===== src/rtl/can_rx_frame_fifo.sv =====
// can_rx_frame_fifo: reassembles the byte-per-cycle CAN receive stream into
// whole frames (ID, IDE, length, up to 8 data bytes) and buffers them in a
// small register-array FIFO with a valid/ready output. Frames completing
// while the FIFO is full are dropped and counted.
module can_rx_frame_fifo #(
   parameter int DEPTH_LOG2 = 4,
   parameter int CNT_W      = 16
) (
   input  logic                  clk,
   input  logic                  rstn,
   input  logic                  in_valid,
   input  logic                  in_last,
   input  logic [7:0]            in_data,
   input  logic [28:0]           in_id,
   input  logic                  in_ide,
   output logic                  out_valid,
   input  logic                  out_ready,
   output logic [28:0]           out_id,
   output logic                  out_ide,
   output logic [3:0]            out_len,
   output logic [63:0]           out_data,
   output logic                  overflow,
   output logic [CNT_W-1:0]      drop_cnt,
   output logic [DEPTH_LOG2:0]   level
);

   localparam int DEPTH = 1 << DEPTH_LOG2;

   // ---------------- frame assembly ----------------
   logic [3:0]  acnt;        // bytes collected so far, saturates at 8
   logic [28:0] asm_id;
   logic        asm_ide;
   logic [63:0] asm_data;

   // Frame as it would look including the byte on the input this cycle.
   logic [63:0] base_data;
   logic [63:0] frame_data;
   logic [28:0] frame_id;
   logic        frame_ide;
   logic [3:0]  frame_len;

   // The first byte of a frame starts from a clean shift register and takes
   // ID/IDE straight from the input; later bytes reuse the latched values.
   assign base_data = (acnt == 4'd0) ? 64'd0 : asm_data;
   assign frame_id  = (acnt == 4'd0) ? in_id  : asm_id;
   assign frame_ide = (acnt == 4'd0) ? in_ide : asm_ide;
   assign frame_len = (acnt >= 4'd8) ? 4'd8 : acnt + 4'd1;

   // Byte slot gi (slot 0 at the top) takes the input byte when acnt points
   // at it; once acnt has reached 8 no slot matches and the byte is lost.
   genvar gi;
   generate
      for (gi = 0; gi < 8; gi++) begin : g_slot
         assign frame_data[63-8*gi -: 8] =
            (acnt == 4'(gi)) ? in_data : base_data[63-8*gi -: 8];
      end
   endgenerate

   // Accumulate bytes; a last byte returns the counter to the start.
   always_ff @(posedge clk or negedge rstn) begin
      if (!rstn) begin
         acnt     <= 4'd0;
         asm_id   <= 29'd0;
         asm_ide  <= 1'b0;
         asm_data <= 64'd0;
      end else if (in_valid) begin
         asm_id   <= frame_id;
         asm_ide  <= frame_ide;
         asm_data <= frame_data;
         if (in_last)
            acnt <= 4'd0;
         else if (acnt != 4'd8)
            acnt <= acnt + 4'd1;
      end
   end

   // ---------------- frame FIFO ----------------
   logic [28:0] mem_id   [DEPTH];
   logic        mem_ide  [DEPTH];
   logic [3:0]  mem_len  [DEPTH];
   logic [63:0] mem_data [DEPTH];

   logic [DEPTH_LOG2:0] wr_ptr;
   logic [DEPTH_LOG2:0] rd_ptr;
   logic                empty;
   logic                full;
   logic                pop;
   logic                commit;
   logic                accept;

   assign empty  = (wr_ptr == rd_ptr);
   assign full   = (wr_ptr[DEPTH_LOG2] != rd_ptr[DEPTH_LOG2]) &&
                   (wr_ptr[DEPTH_LOG2-1:0] == rd_ptr[DEPTH_LOG2-1:0]);
   assign pop    = out_valid & out_ready;
   assign commit = in_valid & in_last;
   // A pop in the same cycle frees the slot the new frame needs.
   assign accept = commit & (~full | pop);

   assign out_valid = ~empty;
   assign out_id    = mem_id[rd_ptr[DEPTH_LOG2-1:0]];
   assign out_ide   = mem_ide[rd_ptr[DEPTH_LOG2-1:0]];
   assign out_len   = mem_len[rd_ptr[DEPTH_LOG2-1:0]];
   assign out_data  = mem_data[rd_ptr[DEPTH_LOG2-1:0]];
   assign level     = wr_ptr - rd_ptr;

   // Storage is reset so the head outputs read 0 (never X) before any write.
   always_ff @(posedge clk or negedge rstn) begin
      if (!rstn) begin
         for (int i = 0; i < DEPTH; i++) begin
            mem_id[i]   <= 29'd0;
            mem_ide[i]  <= 1'b0;
            mem_len[i]  <= 4'd0;
            mem_data[i] <= 64'd0;
         end
      end else if (accept) begin
         mem_id[wr_ptr[DEPTH_LOG2-1:0]]   <= frame_id;
         mem_ide[wr_ptr[DEPTH_LOG2-1:0]]  <= frame_ide;
         mem_len[wr_ptr[DEPTH_LOG2-1:0]]  <= frame_len;
         mem_data[wr_ptr[DEPTH_LOG2-1:0]] <= frame_data;
      end
   end

   // Pointers carry an extra wrap bit so full and empty are distinguishable.
   always_ff @(posedge clk or negedge rstn) begin
      if (!rstn) begin
         wr_ptr <= '0;
         rd_ptr <= '0;
      end else begin
         if (accept)
            wr_ptr <= wr_ptr + 1'b1;
         if (pop)
            rd_ptr <= rd_ptr + 1'b1;
      end
   end

   // Pulse overflow for one cycle per dropped frame and count drops, saturating.
   always_ff @(posedge clk or negedge rstn) begin
      if (!rstn) begin
         overflow <= 1'b0;
         drop_cnt <= '0;
      end else begin
         overflow <= commit & ~accept;
         if (commit && !accept && (drop_cnt != {CNT_W{1'b1}}))
            drop_cnt <= drop_cnt + CNT_W'(1);
      end
   end

endmodule


===== config.mk =====
export PLATFORM = sky130hd
export DESIGN_NAME = can_rx_frame_fifo
export DESIGN_NICKNAME = d
export VERILOG_FILES = /design/src/rtl/can_rx_frame_fifo.sv
export SDC_FILE = /design/constraint.sdc
export NUM_CORES = 2
export LEC_CHECK = 0
export ABC_AREA = 1
export CAP_MARGIN = 30
export CORE_ASPECT_RATIO = 0.7
export CORE_UTILIZATION = 30
export CTS_CLUSTER_SIZE = 8
export DETAILED_ROUTE_END_ITERATION = 12
export DONT_BUFFER_PORTS = 1
export PLACE_DENSITY = 0.55
export SLEW_MARGIN = 0
export SYNTH_ARGS = -nofsm -noshare
export SYNTH_HDL_FRONTEND = slang
export SYNTH_SLANG_ARGS = --single-unit

===== constraint.sdc =====
create_clock -name clk -period 4.8 [get_ports clk]
set_input_delay 0.96 -clock clk [delete_from_list [all_inputs] [get_ports clk]]
set_output_delay 0.96 -clock clk [all_outputs]
set_load 0.02 [all_outputs]

==> results.md <==
- Final ANT Viol Nets: 0
- Initial antenna violation count: 3
- Worst Hold Path EP: rd_ptr[4]
- CP max stage cell: buf_4
- Layout area overhead: 11.3%
- Area of the mapped netlist: 77,400 um2
- Power per cell area: around 700 nW/um2
- Post-Synth XOR/XNOR Area: 0.192%
- Via count: approximately 64,000
- Die Ht: 427 um
- Synthesized-area fraction occupied by and/or/nand/nor cells: 22.4%
- R2R Setup Slk: ~1.2 ns
- Worst path cell trace: inv_8 > buf_4 > nand2_1 > nand2_1 > nand2_1 > o21ai_0 > nand2_1 > nand2_1 > inv_1 > nand2_1
- Max VDD drop: around 0.51 mV
- CP arrival: 3.57 ns
- Flop pwr share: 37.2%
- Hold path depth: 2
- Layout cell share with drive strength beyond 1: 4.71%
- CP Launch Type: flip-flop
- Post-CTS Setup Inserts: 0
- Final Hold Vio Count: 0
- Number of synthesized register bits: 1,693
- Core footprint: 256,000 um2
- Top delay family on crit path: buffers and inverters
- Commonest cells in the netlist: nand2_1 (2,653), o21ai_0 (2,276), dfrtp_1 (1,693)
- Initial DRC count: 6,242
- Run status: finished, violations left
- R2R Path End: mem_data[59]
- Slew Limit Fails: between 80 and 90
- Total GRT Usage: 18.4%
- Tcrit/Tclk final: a little over nine tenths
- Hold Buf Count CTS: 1
- Nets: just over 9,000
- Synth top area share: 54.8%
- Worst hold margin: approximately 0.23 ns
- First drt pass iteration count: 6
- Rows: around 160
- Adder-Cell Fraction of Synth Area: 0.252%
- Worst-Skew Late Latency: 0.87 ns
- TritonCTS clock tree: done
- Critical Path Max Stage Delay: 0.69 ns
- Grt ovf: 0
- Critical Path RT: about 3.8 ns
- Drt via density: between 5 and 6
- Final Cell Area: between 80,000 and 90,000 um2
- Synth Area in Compound Gates: between 10% and 20%
- Synthesized net count: 9,792
- EDFF count, synth: 0
- NetSw: 0.0255 W
- Min-delay worst type: input port to flip-flop
- Post-route DRC: 0
- Root buffer cell: clkbuf_16
- WL per Instance: around 19 um
- Die footprint: about 260,000 um2
- Least-Margin Pin Slew: around 1.6 ns
- Cells after Synth: 9,734
- Critical Path Most Common Cell: nand2_1
- Main combinational cell family by area after synthesis: simple AND/OR/NAND/NOR gates
- Port-buffer cells: 0
- Hold_sp: out_ready
- Ys flop type: dfrtp_1
- Worst Skew: just under 0.07 ns
- Largest net degree at the start of global routing: 255
- Clock buffer count from CTS: 230
- Rel. slew slack: -6.41%
- Final setup vio count: 0
- Fin util: 33.7%
- RSZ-0062 raised after global routing: false
- Setup TNS: 0 ns
- First-pass GRT wire length: 377 mm
- Synth Area per Inst: 7.95 um2
- IO Pins: 164
- CP Class: flip-flop to primary output
- YS warnings: 0
- Leakage: 39.6 nW
- Worst Path Buf+Inv: 3
- Share of synthesized registers carrying an async set or reset: 100%
- Htree depth: 4
- Vias in the first global route: slightly above 60,000
- Max Root-Sink Buffers: 3
- Achievable frequency: 221 MHz
- Clock sinks: 1,693
- Sequential fraction of the synthesis area: a little over half
- Multiplexer share of the synthesized area: 0%
- Clock transition at the registers of the reported paths: 0.06 ns
- Pint: ~0.035 W
- Die Width: 609 um
- Synth cell types: 30
- Fill count: 26,400
- Combinational Power Share: 38.7%
- Clock network fraction of total power: between 20% and 30%
- Dpl cell area: 79,900 um2
- Most common cell in the netlist: nand2_1
- Crit path time final: 4.53 ns
- Starting Density: 30.3%
- Overall power: 0.0604 W
- Critical path capture point type: primary output
- Synth area leaders: dfrtp_1 (55%), o21ai_0 (15%), nand2_1 (13%)
- Failing checks: max-slew violations
- Crit-path max FO: 76
- Sw Share: 42.2%
- Reg2reg start: rd_ptr[0]
- Dominant cell type by area after synthesis: dfrtp_1
- Max Cap Violations: 0
- Resized Gates After CTS: 0
- Post-Route WL: 242 mm
- Global placement routability congestion: 0.761
- Worst r2r path cells: 9
- Hpwl dp: about 130 mm
==> worst max path at each step <==
stage          slack, ns  depth (start not counted)      start      endpoint
2_1_floorplan       1.97                          7  rd_ptr[3]      level[4]
3_3_place_gp        0.60                          5       rstn   mem_id[233]
3_5_place_dp        0.54                          5       rstn   mem_id[349]
4_1_cts             0.18                         10  rd_ptr[0]  out_data[43]
5_1_grt             0.06                         10  rd_ptr[0]  out_data[45]
6_report            0.27                         10  rd_ptr[0]  out_data[43]
==> power groups by stage <==
stage / Clock, W / Sequential (W) / Combinational (W)
final: 0.0146 / 0.0225 / 0.0234
after floorplan: 0 / 0.0218 / 0.0165
after CTS: 0.0149 / 0.0225 / 0.0236
after global routing: 0.0155 / 0.0232 / 0.0265
after detailed placement: 0 / 0.0226 / 0.0236
after global placement: 0 / 0.0224 / 0.0232
==> routing by layer <==
| layer | share of wire (%) | GRT usage [%] |
|---|---|---|
| met5 | 0 | 0 |
| met4 | 2.4 | 4.98 |
| met3 | 6.6 | 3.19 |
| met2 | 46 | 30.1 |
| met1 | 45 | 25.3 |
==> kinds of logic after synthesis <==
| kind of cell | after synthesis |
|---|---|
| compound gates | 2529 |
| xor+xnor | 17 |
| fa+ha+maj | 15 |
| buf+inv | 1021 |
| flops | 1693 |
| simple gates | 4459 |
==> metrics by stage <==
step	instances	setup WS, ns
4_1_cts	12700	0.181
2_1_floorplan	9734	1.97
3_3_place_gp	12400	0.598
6_report	12700	0.274
3_5_place_dp	12400	0.538
5_1_grt	12700	0.0625
==> cell usage in the layout, fill, tap and decap left out, drive strengths merged <==
| cell type | instances |
|---|---|
| dfrtp | 1693 |
| o21ai | 2422 |
| clkinv | 6 |
| a21oi | 106 |
| nand2 | 2654 |
| nor2 | 1417 |
| xor2 | 12 |
| diode | 5 |
| clkbuf | 237 |
| or2 | 1 |
| dlygate4sd3 | 1 |
| xnor2 | 5 |
| fa | 1 |
| ha | 14 |
| inv | 239 |
| buf | 115 |
| clkinvlp | 1 |
| nand3 | 379 |
| o22ai | 1 |
| nand4 | 8 |
==> state kept, by name (all words and copies together) (netlist names), 4 cells and up <==
register and flops:
acnt 4, asm_data 64, asm_id 29, drop_cnt 16, mem_data 1024, mem_id 464, mem_ide 16, mem_len 64
rd_ptr 5, wr_ptr 5
==> worst reg2reg max path: cells and delay by family (launching register included) <==
family	cells	cell delay (ns)
AO/OA/AOI/OAI	1	0.09
adder cells (fa/ha/maj)	1	0.35
buffers and inverters	2	0.97
flip-flops	1	0.69
AND/OR/NAND/NOR	5	1.35
==> layout make-up <==
type / instances / area [um2] / share of cell area (%)
flip-flops and latches: 1693 / 42400 / 49.2
diodes: 5 / 12.5 / 0.0145
well taps: 3375 / 4220 / 4.91
multi-input cells: 7020 / 30600 / 35.6
clock inverters: 14 / 269 / 0.313
clock buffers: 237 / 5850 / 6.80
inverters: 232 / 896 / 1.04
repair buffers: 116 / 1810 / 2.10
No activity file was read; power rests on OpenSTA's default activity.
